### src/rtl/sccb_pkg.sv
// Shared types and constants for the SCCB master: FSM states, default device IDs,
// quarter counts per bus element and the per-bit SIOD drive helper.
package sccb_pkg;

  typedef enum logic [1:0] {
    S_IDLE,
    S_START,
    S_BITS,
    S_STOP
  } state_t;

  localparam logic [7:0] DEF_WR_ID = 8'h42;
  localparam logic [7:0] DEF_RD_ID = 8'h43;

  localparam int START_QUARTERS = 2;
  localparam int BIT_QUARTERS   = 4;
  localparam int STOP_QUARTERS  = 3;
  localparam int BITS_PER_PHASE = 9;

  // Returns {oe, out} for bit bit_idx of a phase; index 8 is the 9th (ACK/NA) bit.
  function automatic logic [1:0] bit_drive(input logic [7:0] byte_v,
                                           input logic [3:0] bit_idx,
                                           input logic       rx_phase);
    logic [2:0] sel;
    sel = 3'd7 - bit_idx[2:0];
    if (bit_idx == 4'd8) begin
      return rx_phase ? 2'b11 : 2'b01;
    end else if (rx_phase) begin
      return 2'b01;
    end else begin
      return {1'b1, byte_v[sel]};
    end
  endfunction

endpackage

### src/rtl/sccb_master_if.sv
// Request handshake and SCCB pad signals between the camera controller and the SCCB master.
interface sccb_master_if;
  logic       start_w;
  logic       start_r;
  logic [7:0] addr;
  logic [7:0] wdata;
  logic [7:0] rdata;
  logic       ready;
  logic       sioc;
  logic       siod_oe;
  logic       siod_out;
  logic       siod_in;

  modport master (
    input  start_w, start_r, addr, wdata, siod_in,
    output rdata, ready, sioc, siod_oe, siod_out
  );

  modport slave (
    output start_w, start_r, addr, wdata, siod_in,
    input  rdata, ready, sioc, siod_oe, siod_out
  );
endinterface

### src/rtl/sccb_quarter_tick.sv
// Quarter-period divider: tick is high for the last clk of every QUARTER-clk quarter.
module sccb_quarter_tick #(
  parameter int QUARTER = 63
) (
  input  logic clk,
  input  logic clr,
  output logic tick
);

  localparam int CW = (QUARTER > 2) ? $clog2(QUARTER) : 1;

  logic [CW-1:0] cnt;

  // Clearing on accept makes the first quarter of a transaction a full QUARTER clocks.
  always_ff @(posedge clk) begin
    if (clr || cnt == CW'(QUARTER - 1)) begin
      cnt <= '0;
    end else begin
      cnt <= cnt + CW'(1);
    end
  end

  assign tick = (cnt == CW'(QUARTER - 1));

endmodule

### src/rtl/sccb_master.sv
// SCCB (OV7670) master: one 3-phase register write or a 2-phase write plus
// 2-phase read per request, with SIOD split into oe/out/in.
module sccb_master
  import sccb_pkg::*;
#(
  parameter int         QUARTER = 63,
  parameter logic [7:0] WR_ID   = DEF_WR_ID,
  parameter logic [7:0] RD_ID   = DEF_RD_ID
) (
  input  logic          clk,
  input  logic          reset,
  sccb_master_if.master bus
);

  state_t     state;
  logic [1:0] qidx;
  logic [3:0] bit_cnt;
  logic [1:0] byte_idx;
  logic       seg;
  logic       op_rd;
  logic       samp;
  logic [7:0] addr_q;
  logic [7:0] wdata_q;
  logic [7:0] rx;
  logic [7:0] rdata_r;
  logic       ready_r;
  logic       sioc_r;
  logic       oe_r;
  logic       out_r;
  logic       tick;
  logic       accept;
  logic       rx_phase;
  logic [1:0] last_idx;

  assign accept   = (state == S_IDLE) && (bus.start_w || bus.start_r);
  assign rx_phase = seg && (byte_idx == 2'd1);
  assign last_idx = op_rd ? 2'd1 : 2'd2;

  sccb_quarter_tick #(.QUARTER(QUARTER)) u_tick (
    .clk  (clk),
    .clr  (reset || accept),
    .tick (tick)
  );

  // Segment 0 carries WR_ID/addr/wdata; segment 1 (read only) sends RD_ID then receives.
  function automatic logic [7:0] pick_byte(input logic seg_v, input logic [1:0] idx);
    if (seg_v) begin
      return RD_ID;
    end
    case (idx)
      2'd0:    return WR_ID;
      2'd1:    return addr_q;
      default: return wdata_q;
    endcase
  endfunction

  always_ff @(posedge clk) begin
    if (reset) begin
      state    <= S_IDLE;
      qidx     <= '0;
      bit_cnt  <= '0;
      byte_idx <= '0;
      seg      <= 1'b0;
      op_rd    <= 1'b0;
      samp     <= 1'b0;
      addr_q   <= '0;
      wdata_q  <= '0;
      rx       <= '0;
      rdata_r  <= '0;
      ready_r  <= 1'b1;
      sioc_r   <= 1'b1;
      oe_r     <= 1'b1;
      out_r    <= 1'b1;
    end else begin
      samp <= 1'b0;
      if (samp) begin
        rx <= {rx[6:0], bus.siod_in};
      end
      unique case (state)
        S_IDLE: begin
          if (accept) begin
            state   <= S_START;
            ready_r <= 1'b0;
            op_rd   <= !bus.start_w;
            addr_q  <= bus.addr;
            if (bus.start_w) begin
              wdata_q <= bus.wdata;
            end
            qidx    <= '0;
            seg     <= 1'b0;
            sioc_r  <= 1'b1;
            oe_r    <= 1'b1;
            out_r   <= 1'b1;
          end
        end
        S_START: begin
          if (tick) begin
            if (qidx != 2'(START_QUARTERS - 1)) begin
              qidx  <= qidx + 2'd1;
              out_r <= 1'b0;
            end else begin
              state         <= S_BITS;
              qidx          <= '0;
              bit_cnt       <= '0;
              byte_idx      <= '0;
              sioc_r        <= 1'b0;
              {oe_r, out_r} <= bit_drive(pick_byte(seg, 2'd0), 4'd0, 1'b0);
            end
          end
        end
        S_BITS: begin
          if (tick) begin
            if (qidx != 2'(BIT_QUARTERS - 1)) begin
              qidx <= qidx + 2'd1;
              if (qidx == 2'd1) begin
                sioc_r <= 1'b1;
              end
              // Arms the sample for the first clk of the 4th quarter.
              if (qidx == 2'd2) begin
                samp <= rx_phase && (bit_cnt != 4'd8);
              end
            end else if (bit_cnt != 4'(BITS_PER_PHASE - 1)) begin
              qidx          <= '0;
              bit_cnt       <= bit_cnt + 4'd1;
              sioc_r        <= 1'b0;
              {oe_r, out_r} <= bit_drive(pick_byte(seg, byte_idx), bit_cnt + 4'd1, rx_phase);
            end else if (byte_idx != last_idx) begin
              qidx          <= '0;
              bit_cnt       <= '0;
              byte_idx      <= byte_idx + 2'd1;
              sioc_r        <= 1'b0;
              {oe_r, out_r} <= bit_drive(pick_byte(seg, byte_idx + 2'd1), 4'd0,
                                         seg && (byte_idx == 2'd0));
            end else begin
              state  <= S_STOP;
              qidx   <= '0;
              sioc_r <= 1'b0;
              oe_r   <= 1'b1;
              out_r  <= 1'b0;
            end
          end
        end
        S_STOP: begin
          if (tick) begin
            if (qidx == 2'd0) begin
              qidx   <= 2'd1;
              sioc_r <= 1'b1;
            end else if (qidx != 2'(STOP_QUARTERS - 1)) begin
              qidx  <= qidx + 2'd1;
              out_r <= 1'b1;
            end else if (op_rd && !seg) begin
              state <= S_START;
              seg   <= 1'b1;
              qidx  <= '0;
            end else begin
              state   <= S_IDLE;
              ready_r <= 1'b1;
              if (op_rd) begin
                rdata_r <= rx;
              end
            end
          end
        end
        default: state <= S_IDLE;
      endcase
    end
  end

  assign bus.rdata    = rdata_r;
  assign bus.ready    = ready_r;
  assign bus.sioc     = sioc_r;
  assign bus.siod_oe  = oe_r;
  assign bus.siod_out = out_r;

endmodule

### src/flat_wrapper.sv
// flat-port wrapper written by rule: the top's interface ports become plain ports
module sccb_master_flat import sccb_pkg::*;
#(
  parameter int         QUARTER = 63,
  parameter logic [7:0] WR_ID   = DEF_WR_ID,
  parameter logic [7:0] RD_ID   = DEF_RD_ID
)
  (clk, reset, bus_start_w, bus_start_r, bus_addr, bus_wdata, bus_siod_in, bus_rdata, bus_ready, bus_sioc, bus_siod_oe, bus_siod_out);
  sccb_master_if bus_i ();
  input  logic clk;
  input  logic reset;
  input wire logic [$bits(bus_i.start_w)-1:0] bus_start_w;
  input wire logic [$bits(bus_i.start_r)-1:0] bus_start_r;
  input wire logic [$bits(bus_i.addr)-1:0] bus_addr;
  input wire logic [$bits(bus_i.wdata)-1:0] bus_wdata;
  input wire logic [$bits(bus_i.siod_in)-1:0] bus_siod_in;
  output wire logic [$bits(bus_i.rdata)-1:0] bus_rdata;
  output wire logic [$bits(bus_i.ready)-1:0] bus_ready;
  output wire logic [$bits(bus_i.sioc)-1:0] bus_sioc;
  output wire logic [$bits(bus_i.siod_oe)-1:0] bus_siod_oe;
  output wire logic [$bits(bus_i.siod_out)-1:0] bus_siod_out;
  assign bus_i.start_w = bus_start_w;
  assign bus_i.start_r = bus_start_r;
  assign bus_i.addr = bus_addr;
  assign bus_i.wdata = bus_wdata;
  assign bus_i.siod_in = bus_siod_in;
  assign bus_rdata = bus_i.rdata;
  assign bus_ready = bus_i.ready;
  assign bus_sioc = bus_i.sioc;
  assign bus_siod_oe = bus_i.siod_oe;
  assign bus_siod_out = bus_i.siod_out;
  sccb_master #(.QUARTER(QUARTER), .WR_ID(WR_ID), .RD_ID(RD_ID)) u_core (.clk(clk), .reset(reset), .bus(bus_i));
endmodule
### config.mk
export PLATFORM = sky130hd
export DESIGN_NAME = sccb_master_flat
export DESIGN_NICKNAME = d
export VERILOG_FILES = /design/src/rtl/sccb_pkg.sv /design/src/rtl/sccb_master_if.sv /design/src/rtl/sccb_quarter_tick.sv /design/src/rtl/sccb_master.sv /design/src/flat_wrapper.sv
export SDC_FILE = /design/constraint.sdc
export NUM_CORES = 1
export LEC_CHECK = 0
export ABC_AREA = 1
export ABC_CLOCK_PERIOD_IN_PS = 2600
export BUFFER_PORTS_ARGS = -buffer_cell sky130_fd_sc_hd__buf_4
export CORE_ASPECT_RATIO = 0.8
export CORE_UTILIZATION = 25
export CTS_BUF_LIST = sky130_fd_sc_hd__clkbuf_8
export DETAILED_ROUTE_END_ITERATION = 7
export MAX_ROUTING_LAYER = met4
export PLACE_DENSITY_LB_ADDON = 0.1
export SLEW_MARGIN = 40
export SYNTH_ARGS = -nofsm -noshare
export SYNTH_HDL_FRONTEND = slang
export SYNTH_HIERARCHICAL = 1
export SYNTH_SLANG_ARGS = --single-unit
### constraint.sdc
create_clock -name clk -period 2.6 [get_ports clk]
set_clock_uncertainty 0.2 [all_clocks]
set_input_delay 0.65 -clock clk [delete_from_list [all_inputs] [get_ports clk]]
set_output_delay 0.65 -clock clk [all_outputs]
set_load 0.03 [all_outputs]
==> results_dict.tcl <==
set metrics [dict create \
    critPathArrivalTime_ns 2.18 \
    clk_pin_slew_ns 0.11 \
    rr_startpoint "u_core/bit_cnt[0]" \
    worst-slew-pin-transition_ns 0.407 \
    routed_wire_length_per_instance_um 11.9 \
    finalSetupViolations 0 \
    global_route.peak_usage_layer "met2" \
    min_from "u_core/wdata_q[1]" \
    first_global_vias 2426 \
    gr-usage-all-layers 0.130 \
    drive_gt1_frac 0.174 \
    drt_pre_antenna_iters 4 \
    io-pin-count 33 \
    power_per_cell_area_nw_per_um2 811 \
    floorplan.initialDensity 0.258 \
    final.setup.tns_ns 0 \
    seqCellArea_sq_um 1100 \
    layout.nets 469 \
    layout-area-overhead-vs-synth_pct 17.6 \
    ir_worst_vdd_mv 0.257 \
    fill_cell_total_of_the_finished_layout 1236 \
    clock_sink_count 55 \
    grtUsageMet2 0.191 \
    viasPerCell 4.32 \
    criticalPathCategory "flip-flop to flip-flop" \
    gp_congestion 0.780 \
    cts.repair_timing.setup_buffer_count 0 \
    detail_route.iter0.violations 101 \
    synth.net_count 435 \
    detailroute.via_count 2486 \
    min_period_ns 2.12 \
    met1_usage 0.180 \
    ys_types 37 \
    gr-total-overflow 0 \
    fp.dieW_um 121 \
    cts-htree-levels 2 \
    capturing_element_type_of_the_critical_path "flip-flop" \
    max_freq_mhz 471 \
    leakage_power_nw 1.46 \
    design.core.area_sq_um 11000 \
    die_height_um 97.3 \
    clock_path_buffers 2 \
    cts_bufs_inserted 5 \
    grt_max_degree 20 \
    floorplan.rows 34 \
    drc 0 \
    post_dp_cell_area_sq_um 3240 \
    antennaDiodeCount 0 \
    yosys.area.top_type "sky130_fd_sc_hd__dfxtp_1" \
    slack_of_the_worst_reg_to_reg_path_ns 0.48 \
    first_pass_grt_wire_length_um 11700 \
    routed_wirelength_um 6830 \
    crit_fanout 8 \
    rsz0062_at_grt "false" \
    setup.worst_path.start "u_core/bit_cnt[0]" \
    run_status "finished, final reports clean" \
    mappedNetlistArea_sq_um 2840 \
    ff2ff_path_depth 11 \
    final_worst_path_cycle_share 0.817 \
    post_cts.resized_instances 0 \
    numPortBuffers 32 \
    drv_cap 0 \
    ff_latch_count_synth 55 \
    yosys-top-cells-area "sky130_fd_sc_hd__dfxtp_1, sky130_fd_sc_hd__nor2_1, sky130_fd_sc_hd__nand2_1" \
    insertion_delay_ns 0.32 \
    syn-mean-instance-area_sq_um 7.14 \
    final-max-slew-violation-count 0 \
    holdCritPathClass "flip-flop to flip-flop" \
    tritoncts_clock_tree "yes" \
    ant_nets 0 \
    post-dp-hpwl_um 5250 \
    post_synthesis_cells 397 \
    ys_seq_area_frac 0.388 \
    synth_warnings 6 \
    worst_ep_required_ns 2.65 \
    cts_hold_buffers 0 \
    critical_path.endpoint "u_core/byte_idx[0]" \
    cts_root_buffer "sky130_fd_sc_hd__clkbuf_8" \
    max_slew_margin 0.729 \
    critical_path.startpoint_type "flip-flop" \
    antenna_found_initial 0 \
    groute.layer.met3.usage 0.0270 \
    synth_top_area_share 0.388 \
    regToRegEndpoint "u_core/byte_idx[0]" \
    final_design_area_no_fill_sq_um 3330 \
    multi_input_gate_area_sq_um 1510 \
    final-hold-violation-count 0 \
    die-area_sq_um 11800 \
]
-- cell usage in the layout, fill, tap and decap left out, drive strengths merged --
| cell | synthesis | layout |
|---|---|---|
| nor2 | 89 | 89 |
| nand2 | 66 | 66 |
| dfxtp | 55 | 55 |
| o21ai | 50 | 50 |
| inv | 46 | 47 |
| buf | 3 | 35 |
| nand3 | 23 | 23 |
| a21oi | 22 | 22 |
| ha | 17 | 17 |
| clkbuf | 5 | 5 |
| clkinv | 1 | 3 |
| o211ai | 3 | 3 |
| xnor2 | 2 | 2 |
| nor4 | 2 | 2 |
| xor2 | 2 | 2 |
| a211oi | 2 | 2 |
| nor3 | 2 | 2 |
| nand4 | 2 | 2 |
| o21bai | 2 | 2 |
| a31oi | 1 | 1 |
| a41oi | 1 | 1 |
| nand3b | 1 | 1 |
-- how the worst min path moves through the flow --
stage / end / slack (ns) / cells past startpoint
global placement: u_core/u_tick/cnt[0] / 0.25 / 1
floorplan: u_core/u_tick/cnt[0] / 0.23 / 1
detailed placement: u_core/u_tick/cnt[0] / 0.25 / 1
finish: u_core/wdata_q[1] / 0.27 / 2
CTS: u_core/wdata_q[1] / 0.27 / 2
global route: u_core/u_tick/cnt[0] / 0.29 / 1
-- sequential cells by signal, indices dropped and copies added, names as in the netlist, 2 cells and up --
| signal | count |
|---|---|
| u_core/addr_q | 8 |
| u_core/bit_cnt | 4 |
| u_core/bus.rdata | 8 |
| u_core/byte_idx | 2 |
| u_core/qidx | 2 |
| u_core/rx | 8 |
| u_core/state | 2 |
| u_core/u_tick/cnt | 6 |
| u_core/wdata_q | 8 |
-- cell type report --
cell class | instances | share of cell area
flip-flops and latches | 55 | 0.330
clock buffers | 5 | 0.0206
multi-input cells | 287 | 0.454
clock inverters | 3 | 0.00863
well taps | 144 | 0.0541
repair buffers | 35 | 0.0788
inverters | 47 | 0.0537
-- cell usage after synthesis, drive strengths merged --
cell type and n:
clkinv 1, nand2 66, o21ai 50, nand3b 1
a21oi 22, nor3 2, a41oi 1, buf 3
a31oi 1, xor2 2, dfxtp 55, clkbuf 5
inv 46, o21bai 2, ha 17, o211ai 3
xnor2 2, a211oi 2, nor2 89, nor4 2
nand4 2, nand3 23
-- per-stage QoR --
step                      total power, mW  hold WS (ns)   util  setup WS, ns  instances
after floorplan                      1.93         0.230      -         0.784        397
after global placement               2.23         0.247  0.295         0.427        568
after detailed placement             2.22         0.249  0.295         0.404        568
after CTS                            2.76         0.269  0.304         0.476        576
after global routing                 2.97         0.289  0.304         0.226        576
final                                2.70         0.265  0.304         0.477        576
-- critical path, cell delays in order (launching register included) --
cell and delay [ns]:
sky130_fd_sc_hd__dfxtp_1 0.51, sky130_fd_sc_hd__inv_1 0.20, sky130_fd_sc_hd__ha_1 0.24, sky130_fd_sc_hd__nand2_1 0.08
sky130_fd_sc_hd__nor2_2 0.06, sky130_fd_sc_hd__nor2_2 0.25, sky130_fd_sc_hd__inv_2 0.08, sky130_fd_sc_hd__nand3_2 0.10
sky130_fd_sc_hd__inv_2 0.06, sky130_fd_sc_hd__o211ai_2 0.08, sky130_fd_sc_hd__o21ai_1 0.08, sky130_fd_sc_hd__a21oi_1 0.11
-- cells by family (layout without fill, tap and decap cells) --
kind of cell	after synthesis	in the layout	synth area share
xor+xnor	4	4	0.0124
compound gates	81	81	0.162
buf+inv	55	90	0.0781
simple gates	185	185	0.284
fa+ha+maj	17	17	0.0750
flops	55	55	0.388
-- layer usage --
metal	up-vias	wire length, um
met1	1099	3680
met4	0	73
met3	7	277
li1	1341	-
met5	-	0
met2	39	2800
-- power breakdown --
part / internal, mW / leakage [nW] / switching, mW / total [mW]
Combinational: 0.373 / 0.964 / 0.719 / 1.09
Clock: 0.200 / 0.0502 / 0.311 / 0.512
Sequential: 0.986 / 0.449 / 0.114 / 1.10
No activity file was read; power rests on OpenSTA's default activity.
